[config.mk]
export PLATFORM = sky130hd
export DESIGN_NAME = rv_decode_stage
export DESIGN_NICKNAME = d
export VERILOG_FILES = /design/src/rtl/rv_decode_stage.sv
export SDC_FILE = /design/constraint.sdc
export NUM_CORES = 1
export LEC_CHECK = 0
export CORE_AREA = 2 2 83 85
export CTS_BUF_LIST = sky130_fd_sc_hd__clkbuf_4
export DETAILED_ROUTE_END_ITERATION = 7
export DIE_AREA = 0 0 85 87
export DONT_BUFFER_PORTS = 1
export GPL_TIMING_DRIVEN = 1
export PLACE_DENSITY = 0.86
export SLEW_MARGIN = 20
export SYNTH_ARGS = -nofsm -noshare
export SYNTH_HDL_FRONTEND = slang
export SYNTH_SLANG_ARGS = --single-unit
[constraint.sdc]
create_clock -name clk -period 3 [get_ports clk]
set_input_delay 0.15 -clock clk [delete_from_list [all_inputs] [get_ports clk]]
set_output_delay 0.15 -clock clk [all_outputs]
set_load 0.005 [all_outputs]
[src/rtl/rv_decode_stage.sv]
// Registered RV32I decode stage: instruction word -> ALU control, immediate, register addresses, op class.
// Optional build macro DECODE_ILLEGAL_TRAP_EN: flag unsupported encodings instead of decoding them as NOP.
module rv_decode_stage #(
  parameter int              XLEN     = 32,
  parameter logic [XLEN-1:0] RESET_PC = 32'h0000_0000
) (
  input  logic            clk,
  input  logic            rst,
  input  logic            flush,
  input  logic            in_valid,
  output logic            in_ready,
  input  logic [31:0]     in_inst,
  input  logic [XLEN-1:0] in_pc,
  output logic            out_valid,
  input  logic            out_ready,
  output logic [XLEN-1:0] out_pc,
  output logic [9:0]      out_ctrl,
  output logic [XLEN-1:0] out_imm,
  output logic            out_imm_en,
  output logic [4:0]      out_rs1,
  output logic [4:0]      out_rs2,
  output logic [4:0]      out_rd,
  output logic            out_rd_we,
  output logic [2:0]      out_class,
  output logic [2:0]      out_funct3,
  output logic            out_illegal
);

  localparam logic [6:0] OPC_OP     = 7'b0110011;
  localparam logic [6:0] OPC_OPIMM  = 7'b0010011;
  localparam logic [6:0] OPC_LOAD   = 7'b0000011;
  localparam logic [6:0] OPC_STORE  = 7'b0100011;
  localparam logic [6:0] OPC_BRANCH = 7'b1100011;
  localparam logic [6:0] OPC_JAL    = 7'b1101111;
  localparam logic [6:0] OPC_JALR   = 7'b1100111;
  localparam logic [6:0] OPC_LUI    = 7'b0110111;
  localparam logic [6:0] OPC_AUIPC  = 7'b0010111;

  localparam logic [2:0] CLS_ALU    = 3'd0;
  localparam logic [2:0] CLS_LOAD   = 3'd1;
  localparam logic [2:0] CLS_STORE  = 3'd2;
  localparam logic [2:0] CLS_BRANCH = 3'd3;
  localparam logic [2:0] CLS_JAL    = 3'd4;
  localparam logic [2:0] CLS_JALR   = 3'd5;
  localparam logic [2:0] CLS_LUI    = 3'd6;
  localparam logic [2:0] CLS_AUIPC  = 3'd7;

  localparam logic [6:0] F7_ZERO = 7'b0000000;
  localparam logic [6:0] F7_ALT  = 7'b0100000;

  logic [6:0]  opcode;
  logic [2:0]  f3;
  logic [6:0]  f7;
  logic [31:0] imm_i, imm_s, imm_b, imm_u, imm_j;

  assign opcode = in_inst[6:0];
  assign f3     = in_inst[14:12];
  assign f7     = in_inst[31:25];

  assign imm_i = {{20{in_inst[31]}}, in_inst[31:20]};
  assign imm_s = {{20{in_inst[31]}}, in_inst[31:25], in_inst[11:7]};
  assign imm_b = {{20{in_inst[31]}}, in_inst[7], in_inst[30:25], in_inst[11:8], 1'b0};
  assign imm_u = {in_inst[31:12], 12'b0};
  assign imm_j = {{12{in_inst[31]}}, in_inst[19:12], in_inst[20], in_inst[30:21], 1'b0};

  logic        legal;
  logic [9:0]  d_ctrl;
  logic [31:0] d_imm;
  logic        d_imm_en;
  logic [4:0]  d_rs1, d_rs2, d_rd;
  logic        d_rd_we;
  logic [2:0]  d_class;
  logic [2:0]  d_funct3;
  logic        d_illegal;

  always_comb begin
    legal     = 1'b1;
    d_ctrl    = '0;
    d_imm     = '0;
    d_imm_en  = 1'b0;
    d_rs1     = in_inst[19:15];
    d_rs2     = in_inst[24:20];
    d_rd      = in_inst[11:7];
    d_rd_we   = 1'b0;
    d_class   = CLS_ALU;
    d_funct3  = f3;
    d_illegal = 1'b0;
    case (opcode)
      OPC_OP: begin
        d_ctrl  = {f7, f3};
        d_rd_we = 1'b1;
        legal   = (f7 == F7_ZERO) || ((f7 == F7_ALT) && ((f3 == 3'b000) || (f3 == 3'b101)));
      end
      OPC_OPIMM: begin
        d_imm_en = 1'b1;
        d_rd_we  = 1'b1;
        // Shifts carry funct7 through; other ops zero it so bit 30 of the immediate cannot alias SUB/SRA.
        if ((f3 == 3'b001) || (f3 == 3'b101)) begin
          d_ctrl = {f7, f3};
          d_imm  = {27'b0, in_inst[24:20]};
          legal  = (f7 == F7_ZERO) || ((f3 == 3'b101) && (f7 == F7_ALT));
        end else begin
          d_ctrl = {7'b0, f3};
          d_imm  = imm_i;
        end
      end
      OPC_LOAD: begin
        d_class  = CLS_LOAD;
        d_imm_en = 1'b1;
        d_imm    = imm_i;
        d_rd_we  = 1'b1;
        legal    = (f3 != 3'b011) && (f3 != 3'b110) && (f3 != 3'b111);
      end
      OPC_STORE: begin
        d_class  = CLS_STORE;
        d_imm_en = 1'b1;
        d_imm    = imm_s;
        legal    = !f3[2] && (f3 != 3'b011);
      end
      OPC_BRANCH: begin
        d_class = CLS_BRANCH;
        d_imm   = imm_b;
        case (f3[2:1])
          2'b00:   d_ctrl = 10'b0100000000;
          2'b10:   d_ctrl = 10'b0000000010;
          2'b11:   d_ctrl = 10'b0000000011;
          default: legal  = 1'b0;
        endcase
      end
      OPC_JAL: begin
        d_class = CLS_JAL;
        d_imm   = imm_j;
        d_rd_we = 1'b1;
      end
      OPC_JALR: begin
        d_class  = CLS_JALR;
        d_imm_en = 1'b1;
        d_imm    = imm_i;
        d_rd_we  = 1'b1;
        legal    = (f3 == 3'b000);
      end
      OPC_LUI: begin
        d_class  = CLS_LUI;
        d_rs1    = 5'd0;
        d_imm_en = 1'b1;
        d_imm    = imm_u;
        d_rd_we  = 1'b1;
      end
      OPC_AUIPC: begin
        d_class  = CLS_AUIPC;
        d_imm_en = 1'b1;
        d_imm    = imm_u;
        d_rd_we  = 1'b1;
      end
      default: legal = 1'b0;
    endcase
    if (!legal) begin
`ifdef DECODE_ILLEGAL_TRAP_EN
      d_illegal = 1'b1;
      d_rd_we   = 1'b0;
      d_class   = CLS_ALU;
      d_ctrl    = '0;
      d_imm     = '0;
      d_imm_en  = 1'b0;
`else
      d_ctrl    = '0;
      d_imm     = '0;
      d_imm_en  = 1'b0;
      d_rd_we   = 1'b0;
      d_class   = CLS_ALU;
      d_rs1     = 5'd0;
      d_rs2     = 5'd0;
      d_rd      = 5'd0;
      d_funct3  = 3'd0;
`endif
    end
    if (d_rd == 5'd0) d_rd_we = 1'b0;
  end

  // Handshake: a beat moves on a side when its valid and ready are both high at the rising edge;
  // a held output stays stable until out_ready, and flush drops both the held and the offered beat.
  assign in_ready = !out_valid || out_ready;

  always_ff @(posedge clk) begin
    if (rst) begin
      out_valid   <= 1'b0;
      out_pc      <= RESET_PC;
      out_ctrl    <= '0;
      out_imm     <= '0;
      out_imm_en  <= 1'b0;
      out_rs1     <= '0;
      out_rs2     <= '0;
      out_rd      <= '0;
      out_rd_we   <= 1'b0;
      out_class   <= '0;
      out_funct3  <= '0;
      out_illegal <= 1'b0;
    end else if (flush) begin
      out_valid <= 1'b0;
    end else if (in_valid && in_ready) begin
      out_valid   <= 1'b1;
      out_pc      <= in_pc;
      out_ctrl    <= d_ctrl;
      out_imm     <= d_imm;
      out_imm_en  <= d_imm_en;
      out_rs1     <= d_rs1;
      out_rs2     <= d_rs2;
      out_rd      <= d_rd;
      out_rd_we   <= d_rd_we;
      out_class   <= d_class;
      out_funct3  <= d_funct3;
      out_illegal <= d_illegal;
    end else if (out_ready) begin
      out_valid <= 1'b0;
    end
  end

endmodule

* Yosys cells after proc, flatten, opt, wreduce, memory -nomap -nowiden *
Index checks and enable logic that the tools add are counted.
W data, S select, Z words.

storage, ports and cells
  output and inout port bits = 100
  input port bits = 69
  register bits = 98
  word-level logic and storage cells = 79

cells by class
  equality and inequality tests = 17
  reductions and logical operators = 26
  muxes and demuxes = 24
  bitwise logic cells = 1

operators by type and width
  operator              number
  $pmux W32 S6          1
  $mux W32              2
  $pmux W10 S3          1
  $eq A7 B6 Y1 const B  4
  $pmux W9 S3           1
  $eq A7 B7 Y1 const B  3
  $pmux W3 S7           1
  $mux W10              2
  $mux W5               4
  $eq A7 B5 Y1 const B  2
  $mux W1               9
  $eq A7 B2 Y1 const B  1
  $logic_not A7 Y1      1
  $pmux W1 S7           1
  $reduce_or A7 Y1      1
  $logic_and A1 B1 Y1   6
  $mux W3               2
  $ne A3 B3 Y1 const B  2
  $reduce_or A2 Y1      3
  $reduce_or A3 Y1      2
  $reduce_or A6 Y1      1
  $logic_not A5 Y1      1
  $logic_or A1 B1 Y1    5
  $eq A2 B2 Y1 const B  2
  other kinds (9)       10

* Longest topological paths before layout *
Gate-level depths: netlist of the first run.

  depth after elaboration = 8
  depth in mapped cells = 8

* Worst setup path after synthesis of the first run *
Ideal clock, no wire load.

  kind = register to register
  start = register out_valid
  end = register out_imm[1]
  slack = 1198 ps
  buffers on the path = 2
  period minus slack after synthesis = 1802 ps
  data required time = 2915 ps
  setup time = 85 ps
  cell stages (with the launch flop) = 8
  data arrival time = 1717 ps
  cells stage by stage = dfxtp_1 nor2b_1 nor3b_1 o2111a_1 a311oi_2 buf_6 buf_6 o31ai_2

on the way
  longest elaborated chain between the ends = 4

RTL lines
  what                                RTL line  text
  start, declared                     14        output logic out_valid,
  start signal, assigned              186       out_valid <= 1'b0;
  start signal, assigned              199       out_valid <= 1'b0;
  start signal, assigned              201       out_valid <= 1'b1;
  $logic_not A1 Y1                    182       assign in_ready = !out_valid || out_ready;
  $logic_or A1 B1 Y1                  182
  $logic_and A1 B1 Y1                 200       end else if (in_valid && in_ready) begin
  $reduce_and A2 Y1 (no source line)  --
  end signal, assigned                204       out_imm <= d_imm;
  end, declared                       18        output logic [XLEN-1:0] out_imm,

No other way between the ends.
A chain may end at the register's enable or synchronous reset.

* Final worst setup path of the first run *
  start = register out_valid
  end = register out_ctrl[1]

on the way
  longest elaborated chain between the ends = 4

RTL lines
  what                                RTL line  text
  $logic_not A1 Y1                    182
  $logic_or A1 B1 Y1                  182
  via in_ready                        11        output logic in_ready,
  $logic_and A1 B1 Y1                 200
  $reduce_and A2 Y1 (no source line)  --
  end signal, assigned                203       out_ctrl <= d_ctrl;
  end, declared                       17        output logic [9:0] out_ctrl,

The timed path passes the listed nets, and every way through them passes these cells.

==> results.md, run 1 <==
* Via count at 4000
* DP HPWL at 7190 µm
* Post-Place Cells at about 550
* Worst clock skew at around 0.011 ns
* Post-route insts no fill at 640
* Largest area contributor in the netlist: dfxtp_1
* First-pass GRT wire length at 19300 µm
* Port Buf Inserts at 0
* Worst setup EP type: flip-flop
* DP Worst Slack at 0.726 ns
* CTS Sinks at 98
* Antenna violations before repair at 0
* Synthesized flop and latch total at 98
* Post-route minimum period at 2.38 ns
* Die Footprint at 7400 µm²
* Total gr overflow at 0
* Max frequency at between 400 and 500 MHz
* Filler cells at 441
* Starting density of the core at 62.5%
* Worst relative slew slack at about 44%
* Die Ht at ~87 µm
* Slew Viols, Final at 0
* Area contributors post-synth: dfxtp_1 48%, nand2_1 13%, a21oi_1 5.7%, o31ai_1 5.3%, o21ai_0 3.2%
* Register area at 1960 µm²
* Worst-path clk slew at 0.16 ns
* CP Class: reg2reg
* Most common cell after layout, fill and taps aside: nand2_1
* Slew @ Worst Pin at 0.827 ns
* CTS tree: yes
* Syn Nets at ~570
* Post-cts gate resize count at 0
* Avg WL per Cell at 19.5 µm
* Worst-path fanout max at 15
* ANT cells at 0
* Final TNS setup at 0 ns
* Most frequent cells in the layout: 141 x nand2_1, 98 x dfxtp_1, 77 x dlygate4sd3_1
* # setup viols final at 0
* Max-Cap Viols at 0
* P_leak at roughly 1.7 nW
* Post-route ant nets at 0
* Detailed router's first-iteration violation count at 356
* Worst vdd ir at ~0.00028 V
* Number of global-route vias before repair at 3870
* H-Tree Depth at 3
* DRT Pass-1 Iters at 5
* Tightest Hold Check Type: in2reg
* Final hold vios at 0
* Seq/Total Area, Yosys at a little under half
* Outcome: finished clean
* RSZ-0062 raised after global routing: false
* Post-Synthesis Cell Area at 4110 µm²
* Residual DRC count at 0
* Multi-input logic area at 1960 µm²
* Synth cell types at 45
* Worst hold slack at roughly 0.0081 ns
* Clock Tree Root: clkbuf_4
* Count of warnings emitted by yosys at 0
* Core box area at approximately 6600 µm²
* Post-Syn Instances at 503
* Crit path DAT at around 2.7 ns
* # rows at 30
* Critical path data required time at roughly 3.3 ns
* Period utilization at 79.5%
* Share of the synthesized area in the top cell type at between 40% and 50%
* Longest Clk Path Bufs at 2
* WL final at 12500 µm
* Die extent in x at 85 µm
* Nets at 624
* I/O pins at 169
* Clk_lat worst skew at 0.45 ns
* Vias per cell at 6.25
* Worst setup margin at 0.616 ns
* Power per Cell Area at 438 nW/µm²
* GRT Resource Usage Total at between 30% and 40%
* Area grow syn2layout at 21.8%
* Largest net degree at the start of global routing at 89
* Share of layout cells above drive strength 1 at 6.07%
* Total CTS buffers at 9
* Worst setup SP type: flip-flop
* Final RePlAce weighted congestion at 0.975
* Syn Area/Cell at 8.17 µm²
-- worst max-delay path, cell delays in order, from the launching register on --
cell	delay (ns)
dfxtp_1	0.38
nor2b_1	0.26
inv_1	0.12
nand3b_1	0.20
a311oi_1	0.10
a311oi_4	0.75
buf_4	0.34
o31ai_1	0.13
-- stage by stage --
| stage | utilization, % | cell area (µm²) | total power [mW] |
|---|---|---|---|
| after detailed placement | 62.3 | 4090 | 1.49 |
| after global routing | 76.2 | 5000 | 2.27 |
| after global placement | 62.3 | 4090 | 1.49 |
| after floorplan | - | 4110 | 1.49 |
| final | 76.2 | 5000 | 2.19 |
| after CTS | 75.8 | 4980 | 2.18 |
-- sequential cells by signal, summed over array words and instances, names as in the netlist --
signal,count
out_imm_en,1
out_rd_we,1
out_ctrl,10
out_imm,32
out_rs1,5
out_rs2,5
out_valid,1
out_pc,32
out_rd,5
out_funct3,3
out_class,3
-- final timing paths --
kind,slack [ns],end,from,cells past startpoint
max,0.62,out_ctrl[1],out_valid,7
min,0.008,out_rd_we,in_inst[8],3
max reg2reg,0.62,out_ctrl[1],out_valid,7
min reg2reg,0.49,out_pc[20],out_pc[20],2
-- area by class of cell --
class | instances | area share, %
tap | 80 | 2.00
sequential | 98 | 39.2
clock buffer | 9 | 1.35
clock inverter | 7 | 0.900
multi-input combinational | 357 | 39.1
inverter | 6 | 0.450
timing repair buffer | 83 | 17.0
-- kinds of logic (layout without fill, tap and decap cells) --
kind of cell	Yosys count	count (layout)	share of synthesized area, %
buffers and inverters	48	105	5.18
other	1	1	0.0913
AO/OA/AOI/OAI	145	145	23.8
AND/OR/NAND/NOR	211	211	23.2
flip-flops	98	98	47.8
-- timing repair --
| item | 4_1_cts | 5_1_grt |
|---|---|---|
| endpoints found under the setup margin | 0 | 0 |
| hold buffers | 76 | 2 |
| buffers inserted | 0 | 0 |
| endpoints found under the hold margin | 92 | 1 |
-- power breakdown --
group / internal, mW / switching [mW] / total [mW]
combinational: 0.113 / 0.128 / 0.240
sequential: 1.32 / 0.0181 / 1.34
clock: 0.168 / 0.443 / 0.611
-- layer usage --
metal  global-route usage [%]  vias up  wire length (µm)
li1                         -     1839                 -
met1                     38.1     1842              4390
met2                     56.5      262              6200
met3                     9.76       57              1420
met4                     13.9        0               469
met5                        0        -                 0
-- Yosys cell counts, drive strengths merged --
library cell / n
and3b: 1
nor2b: 4
o2111a: 1
o22ai: 1
conb: 1
a32oi: 1
a21oi: 48
nand4: 1
or2: 1
nor2: 14
dfxtp: 98
and4bb: 1
o2111ai: 2
a22oi: 4
buf: 15
and3: 1
and4: 1
a311oi: 4
and2: 8
nand2b: 14
nor3: 4
nor3b: 2
o21ai: 28
o21a: 1
a31oi: 2
inv: 6
o32ai: 1
a21o: 2
or4: 2
o31ai: 36
nand2: 141
o41ai: 1
clkbuf: 27
nand3b: 10
and4b: 1
o211ai: 1
a211oi: 12
nand3: 5
No activity file was read; power rests on OpenSTA's default activity.
==> run 2, diff against run 1 <==
--- a/config.mk
+++ b/config.mk
@@ -5,13 +5,13 @@
 export SDC_FILE = /design/constraint.sdc
 export NUM_CORES = 1
 export LEC_CHECK = 0
-export CORE_AREA = 2 2 83 85
+export CORE_AREA = 2 2 87 89
 export CTS_BUF_LIST = sky130_fd_sc_hd__clkbuf_4
 export DETAILED_ROUTE_END_ITERATION = 7
-export DIE_AREA = 0 0 85 87
+export DIE_AREA = 0 0 89 91
 export DONT_BUFFER_PORTS = 1
 export GPL_TIMING_DRIVEN = 1
-export PLACE_DENSITY = 0.86
+export PLACE_DENSITY = 0.83
 export SLEW_MARGIN = 20
 export SYNTH_ARGS = -nofsm -noshare
 export SYNTH_HDL_FRONTEND = slang
==> constraint.sdc (replaced) <==
create_clock -name clk -period 1.91 [get_ports clk]
set_input_delay 0.0955 -clock clk [delete_from_list [all_inputs] [get_ports clk]]
set_output_delay 0.0955 -clock clk [all_outputs]
set_load 0.005 [all_outputs]
==> results.md, run 2 (same netlist as run 1, synthesis figures left out) <==
* Worst-path fanout max at 17
* Number of global-route vias before repair at 4131
* Critical path data required time at 2.28 ns
* Most frequent cells in the layout: 141 x nand2_1, 98 x dfxtp_1, 78 x dlygate4sd3_1
* Post-Place Cells at between 500 and 600
* Final RePlAce weighted congestion at 0.902
* Tightest Hold Check Type: in2reg
* Biggest regs: out_imm x32, out_pc x32, out_ctrl x10
* # setup viols final at 0
* Avg WL per Cell at approximately 19 µm
* H-Tree Depth at 3
* Post-route insts no fill at 670
* Share of layout cells above drive strength 1 at approximately 8.8%
* Longest Clk Path Bufs at 2
* Via count at around 4000
* Starting density of the core at 57.6%
* Post-route minimum period at 1.84 ns
* I/O pins at 169
* Worst clock skew at 0.0225 ns
* CTS tree: yes
* Finished layout cell area at between 5000 and 6000 µm²
* Filler cells at 554
* Uppermost layer routed: met4
* Detailed router's first-iteration violation count at approximately 360
* DRT Pass-1 Iters at 7
* Area grow syn2layout at 26.6%
* Antenna violations before repair at 0
* Placed inst area at around 4200 µm²
* Worst setup EP type: flip-flop
* Failing checks: negative hold slack
* R2r worst-path depth at 7
* First-pass GRT wire length at 19900 µm
* Final TNS setup at 0 ns
* Hold path endpoint: out_pc[21]
* Met1 WL at ~4600 µm
* FF-to-FF End: out_ctrl[0]
* WL met2 at 6310 µm
* GRT Resource Usage Total at 31.0%
* Reg2Reg Setup Slack at 0.13 ns
* Largest net degree at the start of global routing at 90
* Die Footprint at 8100 µm²
* P_leak at 1.82 nW
* Core box area at 7140 µm²
* # rows at 31
* Vias per cell at between 5 and 6
* RSZ-0062 raised after global routing: true
* Worst setup SP type: input pin
* Total gr overflow at 0
* Residual DRC count at 0
* Die extent in x at 89 µm
* Worst-path clk slew at ~0.14 ns
* Worst hold start: flush
* Worst hold slack at -0.00972 ns
* Port Buf Inserts at 0
* Outcome: finished with violations
* Metal3 WL at 1420 µm
* RR Startpoint: out_valid
* CTS Sinks at 98
* WL final at 12800 µm
* Worst vdd ir at 0.000493 V
* Hold path cells at 4
* Nets at 634
* DP HPWL at 7330 µm
* Final hold vios at 3
* Most common cell after layout, fill and taps aside: nand2_1
* Slew Viols, Final at 0
* Post-route ant nets at 0
* Worst relative slew slack at about half
* CP Class: in2reg
* Total CTS buffers at 9
* Period utilization at 96.4%
* Max-Cap Viols at 0
* Max frequency at 543 MHz
* Crit path DAT at 2.21 ns
* Slew @ Worst Pin at ~0.77 ns
* Clk_lat worst skew at 0.46 ns
* Clock Tree Root: clkbuf_4
* Die Ht at 91 µm
* Power per Cell Area at 693 nW/µm²
run 2: cell count changes in the layout (fill, tap and decap cells not counted), moves of 2 or more:
| cell | before | now |
|---|---|---|
| buf_12 | 1 | 3 |
| buf_4 | 4 | 8 |
| clkinv_1 | 2 | 0 |
| nor2b_1 | 4 | 2 |
run 2: timing repair:
item	CTS	global route
hold endpoints to repair	97	0
gates resized for setup	0	11
hold buffers	81	0
setup buffers	0	2
endpoints found under the setup margin	0	59
run 2: area by class of cell:
type	instances	area, µm²	share of cell area [%]
clock buffers	10	75.1	1.44
diodes	1	2.50	0.0481
well taps	99	124	2.38
clock inverters	6	67.6	1.30
inverters	6	22.5	0.433
multi-input cells	357	1990	38.2
flip-flops and latches	98	1960	37.7
repair buffers	93	957	18.4
run 2: layer usage:
layer | track usage (%) | vias to the layer above
met4 | 17.4 | 0
met5 | 1.40 | -
met1 | 35.1 | 1837
met3 | 9.18 | 50
li1 | - | 1858
met2 | 50.9 | 266
run 2: stage by stage:
| stage | setup WS (ns) | power [mW] | util [%] |
|---|---|---|---|
| finish | 0.0686 | 3.60 | 72.8 |
| global route | -0.0681 | 3.75 | 72.8 |
| CTS | 0.0264 | 3.60 | 72.1 |
| detailed placement | 0.0601 | 2.35 | 58.5 |
| global placement | 0.177 | 2.35 | 58.5 |
| floorplan | 0.108 | 2.35 | - |
run 2: report_power, final:
part	internal, mW	switching, mW
logic	0.192	0.208
clock network	0.416	0.681
registers	2.08	0.0278
run 2: how the worst max path moves through the flow:
stage | startpoint | slack (ns) | end | depth (start not counted)
2_1_floorplan | out_valid | 0.11 | out_imm[1] | 7
3_3_place_gp | out_valid | 0.18 | out_rs1[3] | 7
3_5_place_dp | out_valid | 0.06 | out_imm[29] | 7
4_1_cts | in_inst[6] | 0.03 | out_imm[31] | 7
5_1_grt | in_inst[6] | -0.07 | out_imm[31] | 7
6_report | in_inst[6] | 0.07 | out_imm[31] | 7
run 2: critical path: stages:
cell           delay [ns]
dlygate4sd3_1        0.62
nor3_2               0.26
nand2b_1             0.15
a21oi_1              0.17
o2111ai_1            0.13
dlygate4sd3_1        0.57
o31ai_1              0.21
